$ cat config.mk
export PLATFORM = sky130hd
export DESIGN_NAME = key_scan
export DESIGN_NICKNAME = d
export VERILOG_FILES = /design/src/rtl/key_scan_pkg.sv /design/src/rtl/key_debounce.sv /design/src/rtl/key_scan.sv
export SDC_FILE = /design/constraint.sdc
export NUM_CORES = 1
export LEC_CHECK = 0
export ABC_CLOCK_PERIOD_IN_PS = 2600
export BUFFER_PORTS_ARGS = -buffer_cell sky130_fd_sc_hd__buf_2
export CAP_MARGIN = 30
export CORE_ASPECT_RATIO = 1.5
export CORE_MARGIN = 4
export CORE_UTILIZATION = 40
export DETAILED_ROUTE_END_ITERATION = 10
export PLACE_DENSITY = 0.57
export SETUP_SLACK_MARGIN = 0.02
export SLEW_MARGIN = 20
export SYNTH_ARGS = -nofsm -noshare
export SYNTH_HDL_FRONTEND = slang
export SYNTH_SLANG_ARGS = --single-unit
$ cat constraint.sdc
create_clock -name CLK_i -period 2.6 [get_ports CLK_i]
set_input_delay 0.13 -clock CLK_i [delete_from_list [all_inputs] [get_ports CLK_i]]
set_output_delay 0.13 -clock CLK_i [all_outputs]
set_load 0.05 [all_outputs]
$ cat src/rtl/key_scan_pkg.sv
// ---------------------------------------------------------------------------
// key_scan_pkg
// Shared types and constants for the push-button front end.
//   NKEY      : number of user push-buttons handled by key_scan
//   key_st_e  : per-key debounce / auto-repeat state
// ---------------------------------------------------------------------------
package key_scan_pkg;

   localparam int NKEY = 4;

   typedef enum logic [2:0] {
      IDLE,
      PRESS_DEB,
      HELD,
      REPEAT,
      REL_DEB
   } key_st_e;

endpackage

$ cat src/rtl/key_debounce.sv
// ---------------------------------------------------------------------------
// key_debounce
// One push-button: 2-flop synchroniser, debounce FSM and auto-repeat timer.
// Ports:
//   CLK_i        system clock
//   RST_i        synchronous active-high reset
//   key_raw_i    raw pin, asynchronous to CLK_i
//   key_o        registered one-cycle pulse per qualified press or repeat
//   key_next_o   value key_o takes at the next edge (lets the parent register
//                an aggregate in the same cycle as key_o)
//   key_level_o  registered debounced level, 1 = pressed
//   key_long_o   registered, 1 while in REPEAT
// ---------------------------------------------------------------------------
module key_debounce
   import key_scan_pkg::*;
#(
   parameter logic [31:0] DEB_CNT        = 32'd999_999,
   parameter logic [31:0] LONG_CNT       = 32'd49_999_999,
   parameter logic [31:0] REPEAT_CNT     = 32'd9_999_999,
   parameter logic        REPEAT_EN      = 1'b1,
   parameter logic        KEY_ACTIVE_LOW = 1'b1
) (
   input  logic CLK_i,
   input  logic RST_i,
   input  logic key_raw_i,
   output logic key_o,
   output logic key_next_o,
   output logic key_level_o,
   output logic key_long_o
);

   logic        sync1_reg;
   logic        sync2_reg;
   logic        pressed;
   key_st_e     state_reg, state_next;
   logic [31:0] cnt_reg, cnt_next;
   logic        pulse_reg, pulse_next;
   logic        level_reg, level_next;
   logic        long_reg, long_next;

   assign pressed = sync2_reg ^ KEY_ACTIVE_LOW;

   always_ff @(posedge CLK_i) begin
      if (RST_i) begin
         // Synchroniser parks at the released level so a key held through
         // reset has to qualify again from IDLE.
         sync1_reg <= KEY_ACTIVE_LOW;
         sync2_reg <= KEY_ACTIVE_LOW;
         state_reg <= IDLE;
         cnt_reg   <= '0;
         pulse_reg <= 1'b0;
         level_reg <= 1'b0;
         long_reg  <= 1'b0;
      end else begin
         sync1_reg <= key_raw_i;
         sync2_reg <= sync1_reg;
         state_reg <= state_next;
         cnt_reg   <= cnt_next;
         pulse_reg <= pulse_next;
         level_reg <= level_next;
         long_reg  <= long_next;
      end
   end

   always_comb begin
      state_next = state_reg;
      cnt_next   = cnt_reg;
      pulse_next = 1'b0;
      level_next = level_reg;
      long_next  = long_reg;
      case (state_reg)
         IDLE: begin
            cnt_next = '0;
            if (pressed) state_next = PRESS_DEB;
         end
         PRESS_DEB: begin
            if (!pressed) begin
               state_next = IDLE;
               cnt_next   = '0;
            end else if (cnt_reg == DEB_CNT - 32'd1) begin
               state_next = HELD;
               cnt_next   = '0;
               pulse_next = 1'b1;
               level_next = 1'b1;
            end else begin
               cnt_next = cnt_reg + 32'd1;
            end
         end
         HELD: begin
            if (!pressed) begin
               state_next = REL_DEB;
               cnt_next   = '0;
            end else if (REPEAT_EN && (cnt_reg == LONG_CNT - 32'd1)) begin
               state_next = REPEAT;
               cnt_next   = '0;
               pulse_next = 1'b1;
               long_next  = 1'b1;
            end else if (cnt_reg != '1) begin
               // Saturate so a very long hold without auto-repeat never wraps.
               cnt_next = cnt_reg + 32'd1;
            end
         end
         REPEAT: begin
            if (!pressed) begin
               state_next = REL_DEB;
               cnt_next   = '0;
               long_next  = 1'b0;
            end else if (cnt_reg == REPEAT_CNT - 32'd1) begin
               pulse_next = 1'b1;
               cnt_next   = '0;
            end else begin
               cnt_next = cnt_reg + 32'd1;
            end
         end
         REL_DEB: begin
            if (pressed) begin
               // Release bounce: back to HELD without a new pulse.
               state_next = HELD;
               cnt_next   = '0;
            end else if (cnt_reg == DEB_CNT - 32'd1) begin
               state_next = IDLE;
               cnt_next   = '0;
               level_next = 1'b0;
            end else begin
               cnt_next = cnt_reg + 32'd1;
            end
         end
         default: begin
            state_next = IDLE;
            cnt_next   = '0;
         end
      endcase
   end

   assign key_o       = pulse_reg;
   assign key_next_o  = pulse_next;
   assign key_level_o = level_reg;
   assign key_long_o  = long_reg;

endmodule

$ cat src/rtl/key_scan.sv
// ---------------------------------------------------------------------------
// key_scan
// Front end for the four user push-buttons: synchronise, debounce and
// produce press / auto-repeat pulses.
// Ports:
//   CLK_i        system clock
//   RST_i        synchronous active-high reset
//   key_raw_i    raw button pins, asynchronous
//   key_o        one-cycle pulse per qualified press or repeat, per key
//   key_level_o  debounced pressed level per key
//   key_long_o   per key, 1 while auto-repeating
//   key_any_o    OR of key_o, registered so it lines up with key_o
// ---------------------------------------------------------------------------
module key_scan
   import key_scan_pkg::*;
#(
   parameter logic [31:0] DEB_CNT        = 32'd999_999,
   parameter logic [31:0] LONG_CNT       = 32'd49_999_999,
   parameter logic [31:0] REPEAT_CNT     = 32'd9_999_999,
   parameter logic        REPEAT_EN      = 1'b1,
   parameter logic        KEY_ACTIVE_LOW = 1'b1
) (
   input  logic            CLK_i,
   input  logic            RST_i,
   input  logic [NKEY-1:0] key_raw_i,
   output logic [NKEY-1:0] key_o,
   output logic [NKEY-1:0] key_level_o,
   output logic [NKEY-1:0] key_long_o,
   output logic            key_any_o
);

   logic [NKEY-1:0] pulse_next;
   logic            any_reg;

   generate
      for (genvar gi = 0; gi < NKEY; gi++) begin : g_key
         key_debounce #(
            .DEB_CNT        (DEB_CNT),
            .LONG_CNT       (LONG_CNT),
            .REPEAT_CNT     (REPEAT_CNT),
            .REPEAT_EN      (REPEAT_EN),
            .KEY_ACTIVE_LOW (KEY_ACTIVE_LOW)
         ) u_deb (
            .CLK_i       (CLK_i),
            .RST_i       (RST_i),
            .key_raw_i   (key_raw_i[gi]),
            .key_o       (key_o[gi]),
            .key_next_o  (pulse_next[gi]),
            .key_level_o (key_level_o[gi]),
            .key_long_o  (key_long_o[gi])
         );
      end
   endgenerate

   // Registered from the per-key next-pulse values so it is high in exactly
   // the same cycle as the key_o bits it summarises.
   always_ff @(posedge CLK_i) begin
      if (RST_i) any_reg <= 1'b0;
      else       any_reg <= |pulse_next;
   end

   assign key_any_o = any_reg;

endmodule

==> out/qor.csv, run 1 <==
stage,metric,value,unit
cts,clock latency on the worst-skew pair,0.44,ns
sta,setup ws final,0.209,ns
detailed_routing,DRT Pass-1 Iters,5,
sta,RSZ-0062 raised after global routing,false,
setup_path,required time of the critical path,2.92,ns
detailed_routing,Detailed Route WL,21500,um
placement,IO buf count,18,
yosys,post-synthesis mux area share,0.234,%
yosys,async set-reset flop share out of synthesis,0,%
sta,"Slew Viols, Final",0,
yosys,Synth Cell Area,0.00857,mm^2
yosys,Synthesized Nets,1061,
setup_path,Reg2Reg Depth,7,
global_routing,first-pass GRT wire length,36800,um
sta,fin crit share,92.0,%
sta,Final Skew,0.00879,ns
floorplanning,Die Span Y,187,um
yosys,Mapped Avg Cell Area,8.18,um^2
sta,Final setup viols,0,
setup_path,kind of critical path,register to register,
finish,final net count,1085,
yosys,leading area contributor after synthesis,dfxtp_1,
finish,"commonest non-fill, non-tap cells in the layout","nor2_1 (161), dfxtp_1 (161), xnor2_1 (74)",
yosys,post-synthesis compound-gate area fraction,9.87,%
power,Lkg Pwr,0.00292,uW
cts,CTS max path bufs,2,
yosys,"flops & latches, synth",161,
sta,Slew HR,55.0,%
sta,Final Hold Viols,0,
detailed_routing,starting DRC count in detailed routing,446,
global_routing,gr ovfl total,0,
placement,RePlAce Congestion,0.881,
cts,Clock Pin Slew Worst Setup and Hold Paths,0.06,ns
min_path,Min-Delay Path Class,input port to register,
setup_path,Crit Path Max Fanout,18,
setup_path,CP endpoint kind,register,
sta,Setup TNS,0,ns
power,peak supply drop,458,uV
setup_path,reg-to-reg startpoint,g_key[2].u_deb.cnt_reg[23],
run_status,status,completed,
detailed_routing,Via density,5.57,
finish,Area Growth Syn to Fin,13.1,%
detailed_routing,DRC viols,0,
yosys,Post-Synth Adder-Cell Area,1.17,%
finish,fraction of layout cells with a size suffix above 1,11.6,%
yosys,sequential-to-total area share from yosys stat,37.6,%
placement,pre-CTS setup slack,0.210,ns
placement,placed wire-length estimate,15700,um
yosys,Post-Syn Instances,1047,
cts,CTS tree,done,
floorplanning,chip width,128,um
floorplanning,Core ar.,0.0211,mm^2
power,Cell Pwr Density,538,mW/mm^2
setup_path,Critical Path AT,2.71,ns
min_path,hold path depth,2,
sta,worst hold slack,0.238,ns
yosys,dominant synthesized flop cell,dfxtp_1,
setup_path,crit start category,register,
yosys,share of the synthesized area in the top cell type,37.6,%
cts,CTS buffer count,17,
floorplanning,die area,0.0239,mm^2
floorplanning,row count,65,
detailed_routing,Via Count,7536,
detailed_routing,Routed WL per cell,15.9,um
global_routing,GRT Util Overall,18.5,%
finish,max reg flops,128,
floorplanning,number of placed I/O pins,19,
yosys,YS warnings,0,
yosys,unique cell type count in the Yosys netlist,67,
sta,Tightest Pin Transition,0.675,ns
global_routing,number of global-route vias before repair,7415,
sta,Highest Clock Rate,418,MHz
setup_path,CP Launch Point,g_key[2].u_deb.cnt_reg[23],
detailed_routing,Post-DRT Antenna Nets,0,
floorplanning,Initial Util,40.7,%
yosys,xor/xnor share of the synthesized area,11.3,%
min_path,Hold Startpoint,RST_i,
yosys,main combinational cell family by area after synthesis,simple AND/OR/NAND/NOR gates,
run,max-cap violations,0,
cts,H-tree Lvls,4,
yosys,Post-synth EDFFs,0,
cts,Root Buffer,clkbuf_16,
global_routing,initial antenna violation count,0,
yosys,largest cells by area after synthesis,"dfxtp_1 (38%), xnor2_1 (7.6%), nor2_1 (7.1%)",
yosys,Post-Synth Simple-Gate Area,35.2,%
sta,min Tclk post-route,2.39,ns
global_routing,largest net degree at the start of global routing,34,
finish,Diodes inserted,0,
cts,clock sink count,161,
==> power breakdown <==
group	leakage [uW]	internal [uW]	switching, uW
clock	0.000296	1540	1130
combinational	0.00133	24.9	42.3
sequential	0.00130	2480	11.0
total	0.00292	4040	1180
==> logic make-up after synthesis <==
kind of cell | Yosys count
compound gates | 125
xor+xnor | 111
fa+ha+maj | 8
buf+inv | 82
flops | 161
mux | 2
simple gates | 558
==> through the flow <==
stage	util [%]	instance area (um^2)	cells	total power, uW
after floorplan	-	8570	1047	2590
after global placement	42.9	9030	1316	2610
after detailed placement	42.9	9030	1316	2610
after CTS	46.0	9690	1352	5280
after global routing	46.0	9690	1352	5370
final	46.0	9690	1352	5220
==> per-layer routing <==
layer | track usage (%) | vias to the layer above | part of all wire [%]
met5 | 0 | - | 0
met4 | 7.56 | 0 | 2.7
met3 | 3.97 | 42 | 3.2
met2 | 32.3 | 119 | 51
met1 | 21.9 | 3576 | 43
li1 | - | 3799 | -
==> final timing paths <==
kind,end,slack [ns]
min,g_key[2].u_deb.key_long_o,0.24
max,g_key[2].u_deb.cnt_reg[16],0.21
max reg2reg,g_key[2].u_deb.cnt_reg[16],0.21
min reg2reg,g_key[3].u_deb.sync2_reg,0.41
==> layout make-up <==
| class | count | area, um^2 |
|---|---|---|
| clock buffer | 17 | 425 |
| clock inverter | 15 | 193 |
| fill | 2139 | 11400 |
| inverter | 22 | 82.6 |
| multi-input combinational | 804 | 4970 |
| sequential | 161 | 3220 |
| tap | 268 | 335 |
| timing repair buffer | 65 | 465 |
==> what timing repair did <==
action,in CTS,in global routing
hold buffers,4,0
setup endpoints to repair,0,26
setup buffers,0,0
gates resized for setup,0,1
endpoints found under the hold margin,4,0
==> Yosys cell counts (all sizes together) (5+ instances only) <==
| master | number |
|---|---|
| dfxtp | 161 |
| nor2 | 161 |
| xnor2 | 74 |
| nand2 | 65 |
| nor3 | 58 |
| nand3 | 49 |
| nand4 | 48 |
| xor2 | 37 |
| buf | 36 |
| nor4 | 33 |
| and3 | 26 |
| o21ai | 26 |
| a21oi | 24 |
| clkbuf | 24 |
| inv | 22 |
| and4 | 19 |
| or4 | 16 |
| a211oi | 13 |
| or2 | 13 |
| and2 | 12 |
| or3 | 11 |
| o211ai | 10 |
| nor3b | 9 |
| nor4b | 9 |
| ha | 8 |
| o31ai | 7 |
| nor2b | 6 |
| o22ai | 6 |
| and3b | 5 |
| nand2b | 5 |
| o2111ai | 5 |
| o21bai | 5 |
==> worst max-delay path: stages (launching register included) <==
cell	delay (ns)
dfxtp_1	0.40
or3_1	0.38
or3_1	0.39
nor4_4	0.41
nor3_1	0.14
nor3_4	0.21
buf_4	0.25
a21oi_1	0.07
(Power assumes the default switching activity.)
==> inputs of run 2 (changes only) <==
- ABC_AREA: default -> 1
- SLEW_MARGIN: 20 -> default
==> out/qor.csv, run 2 <==
stage,metric,value,unit,change
yosys,YS warnings,0,,unchanged
global_routing,GRT Util Overall,23.2,%,+4.7 points
finish,fraction of layout cells with a size suffix above 1,9.02,%,-2.6 points
finish,Area Growth Syn to Fin,10.6,%,
power,sw power,1920,uW,+63%
setup_path,required time of the critical path,2.94,ns,+0.02 ns
cts,Root Buffer,clkbuf_16,,
cts,Post-CTS Setup Inserts,0,,unchanged
yosys,most common cell in the netlist,nand2_1,,
finish,register area,0.00322,mm^2,unchanged
cts,CTS tree,done,,
yosys,async set-reset flop share out of synthesis,0,%,unchanged
setup_path,crit start category,register,,
yosys,"flops & latches, synth",161,,unchanged
floorplanning,row count,72,,+11%
setup_path,Reg2Reg Depth,13,,+6
power,peak supply drop,476,uV,+3.7%
yosys,sequential-to-total area share from yosys stat,30.5,%,-7.1 points
yosys,Synth Cell Area,0.0106,mm^2,+23%
detailed_routing,starting DRC count in detailed routing,809,,+81%
finish,area of the multi-input gates,0.00623,mm^2,+25%
setup_path,CP endpoint kind,register,,
yosys,dominant synthesized flop cell,dfxtp_1,,
placement,placed wire-length estimate,26600,um,+70%
sta,"Slew Viols, Final",0,,unchanged
detailed_routing,Via density,5.34,,-4.2%
global_routing,initial antenna violation count,0,,unchanged
cts,CTS buffer count,17,,unchanged
power,Sequential Power Share,42.0,%,-5.7 points
yosys,share of the synthesized area in the top cell type,30.5,%,-7.1 points
setup_path,Crit Path Max Fanout,11,,-7
finish,max reg flops,128,,unchanged
placement,RePlAce Congestion,0.967,,+9.7%
yosys,largest cells by area after synthesis,"dfxtp_1 (30%), nand2_1 (15%), nor2_1 (12%)",,
cts,clock latency on the worst-skew pair,0.45,ns,about the same
yosys,Post-Syn Instances,1773,,+69%
global_routing,first-pass GRT wire length,55700,um,+51%
yosys,Mapped Avg Cell Area,5.97,um^2,-27%
sta,Slew HR,63.9,%,+8.9 points
global_routing,GR Util met3,2.95,%,-1.0 points
sta,Setup TNS,0,ns,unchanged
detailed_routing,Via Count,11500,,+52%
power,total power,6260,uW,+20%
detailed_routing,Post-DRT Antenna Nets,0,,unchanged
yosys,Post-synth EDFFs,0,,unchanged
detailed_routing,DRC viols,0,,unchanged
sta,min Tclk post-route,2.29,ns,-0.0984 ns
sta,Final Skew,0.00916,ns,+0.000368 ns
finish,Diodes inserted,0,,unchanged
detailed_routing,Routed WL per cell,15.7,um,-1.2%
setup_path,kind of critical path,register to register,,
run_status,status,completed,,
placement,IO buf count,18,,unchanged
floorplanning,number of placed I/O pins,19,,unchanged
floorplanning,Initial Util,40.8,%,+0.091 points
cts,Clock Pin Slew Worst Setup and Hold Paths,0.07,ns,about the same
sta,Highest Clock Rate,436,MHz,+4.3%
cts,CTS max path bufs,2,,unchanged
sta,fin crit share,88.2,%,-3.8 points
run,max-cap violations,0,,unchanged
floorplanning,chip width,141,um,+10%
setup_path,Critical Path AT,2.63,ns,-0.08 ns
yosys,leading area contributor after synthesis,dfxtp_1,,
detailed_routing,DRT Pass-1 Iters,6,,+1
min_path,hold path depth,4,,+2
cts,H-tree Lvls,4,,unchanged
finish,filler instances,2925,,+37%
sta,Final Hold Viols,0,,unchanged
global_routing,largest net degree at the start of global routing,43,,+26%
power,Cell Pwr Density,535,mW/mm^2,-0.65%
global_routing,GR peak layer,met2,,
power,Clock Power Share,42.4,%,-8.6 points
yosys,Synthesized Nets,1787,,+68%
global_routing,met2 Use GR,43.0,%,+11 points
global_routing,gr ovfl total,0,,unchanged
min_path,Min-Delay Path Class,input port to register,,
power,Lkg Pwr,0.00419,uW,+44%
floorplanning,die area,0.0292,mm^2,+22%
sta,RSZ-0062 raised after global routing,false,,
power,internal power,4340,uW,+7.4%
floorplanning,Die Span Y,207,um,+11%
global_routing,GRT met1 Usage,25.5,%,+3.7 points
finish,final net count,1819,,+68%
power,Logic pwr share,15.6,%,+14 points
detailed_routing,Detailed Route WL,33900,um,+57%
sta,Final setup viols,0,,unchanged
finish,Util after Layout,45.1,%,-0.92 points
floorplanning,Core ar.,0.0259,mm^2,+23%
finish,"commonest non-fill, non-tap cells in the layout","nand2_1 (430), nor2_1 (346), inv_1 (216)",,
global_routing,number of global-route vias before repair,11300,,+53%
sta,Tightest Pin Transition,0.542,ns,-0.134 ns
yosys,"top cells by count, synth","nand2_1 (431), nor2_1 (346), inv_1 (216), nand3_1 (174), dfxtp_1 (161)",,
yosys,unique cell type count in the Yosys netlist,49,,-27%
power,switching fraction of total power,30.7,%,+8.1 points
finish,"most common cell after layout, fill and taps aside",nand2_1,,
cts,clock sink count,161,,unchanged
## run 2: changes by cell type after synthesis, sizes merged, moves of 42 or more
cell | previous run | this run
o21ai | 26 | 68
nand3 | 49 | 180
inv | 22 | 225
xnor2 | 74 | 0
nor3 | 58 | 100
nor2 | 161 | 375
nand2 | 65 | 439
## run 2: cell type report
| type | count | area share, % |
|---|---|---|
| inverter | 226 | 7.25 |
| multi-input combinational | 1346 | 53.2 |
| sequential | 161 | 27.6 |
| tap | 333 | 3.56 |
| timing repair buffer | 53 | 3.21 |
| clock buffer | 18 | 3.75 |
| clock inverter | 14 | 1.43 |
## run 2: logic make-up after synthesis
family | Yosys count | share of synthesized area (%)
adder cells (fa/ha/maj) | 8 | 0.946
flip-flops | 161 | 30.5
AND/OR/NAND/NOR | 1185 | 49.8
AO/OA/AOI/OAI | 151 | 7.90
buffers and inverters | 266 | 10.7
XOR/XNOR | 2 | 0.166
## run 2: stage by stage
stage / cell area (um^2) / hold WS, ns / worst slack (ns) / instances
6_report: 11700 / 0.279 / 0.307 / 2151
2_1_floorplan: 10600 / 0.234 / 0.830 / 1773
5_1_grt: 11700 / 0.301 / 0.0873 / 2151
3_3_place_gp: 11000 / 0.313 / 0.287 / 2115
3_5_place_dp: 11000 / 0.315 / 0.265 / 2115
4_1_cts: 11700 / 0.275 / 0.246 / 2151
## run 2: layer usage
layer | share of wire, % | up-vias
met4 | 4.9 | 0
met2 | 52 | 296
met3 | 3.2 | 116
li1 | - | 5798
met5 | 0 | -
met1 | 40 | 5275
## run 2: power groups by stage
stage                     clock network (uW)  registers, uW  logic [uW]
after detailed placement                   0           2690         973
after global placement                     0           2680         969
final                                   2650           2630         973
after floorplan                            0           2670         744
after CTS                               2730           2630         981
after global routing                    2820           2640        1120
## run 2: worst max-delay path, cell delays in order, from the launching register on
cell	delay, ns
dfxtp_1	0.33
inv_1	0.15
ha_1	0.17
inv_1	0.04
nor2_1	0.17
nand2_1	0.17
nor2_1	0.13
nand2_1	0.08
nand2_1	0.13
inv_1	0.09
nand3b_1	0.40
nand2_1	0.15
nor2_1	0.12
nor2_1	0.05
## run 2: path summary, 6_finish.rpt
kind	slack, ns	from	endpoint
hold / removal	0.28	RST_i	g_key[1].u_deb.state_reg[0]
setup reg to reg	0.31	g_key[3].u_deb.cnt_reg[0]	g_key[3].u_deb.cnt_reg[12]
setup / recovery	0.31	g_key[3].u_deb.cnt_reg[0]	g_key[3].u_deb.cnt_reg[12]
hold reg to reg	0.42	g_key[0].u_deb.sync1_reg	g_key[0].u_deb.sync2_reg
## run 2: repair_timing
item                                    CTS  global route
hold endpoints to repair                  4             0
hold buffers                              4             0
endpoints found under the setup margin    0             7
gates resized for setup                   0             1
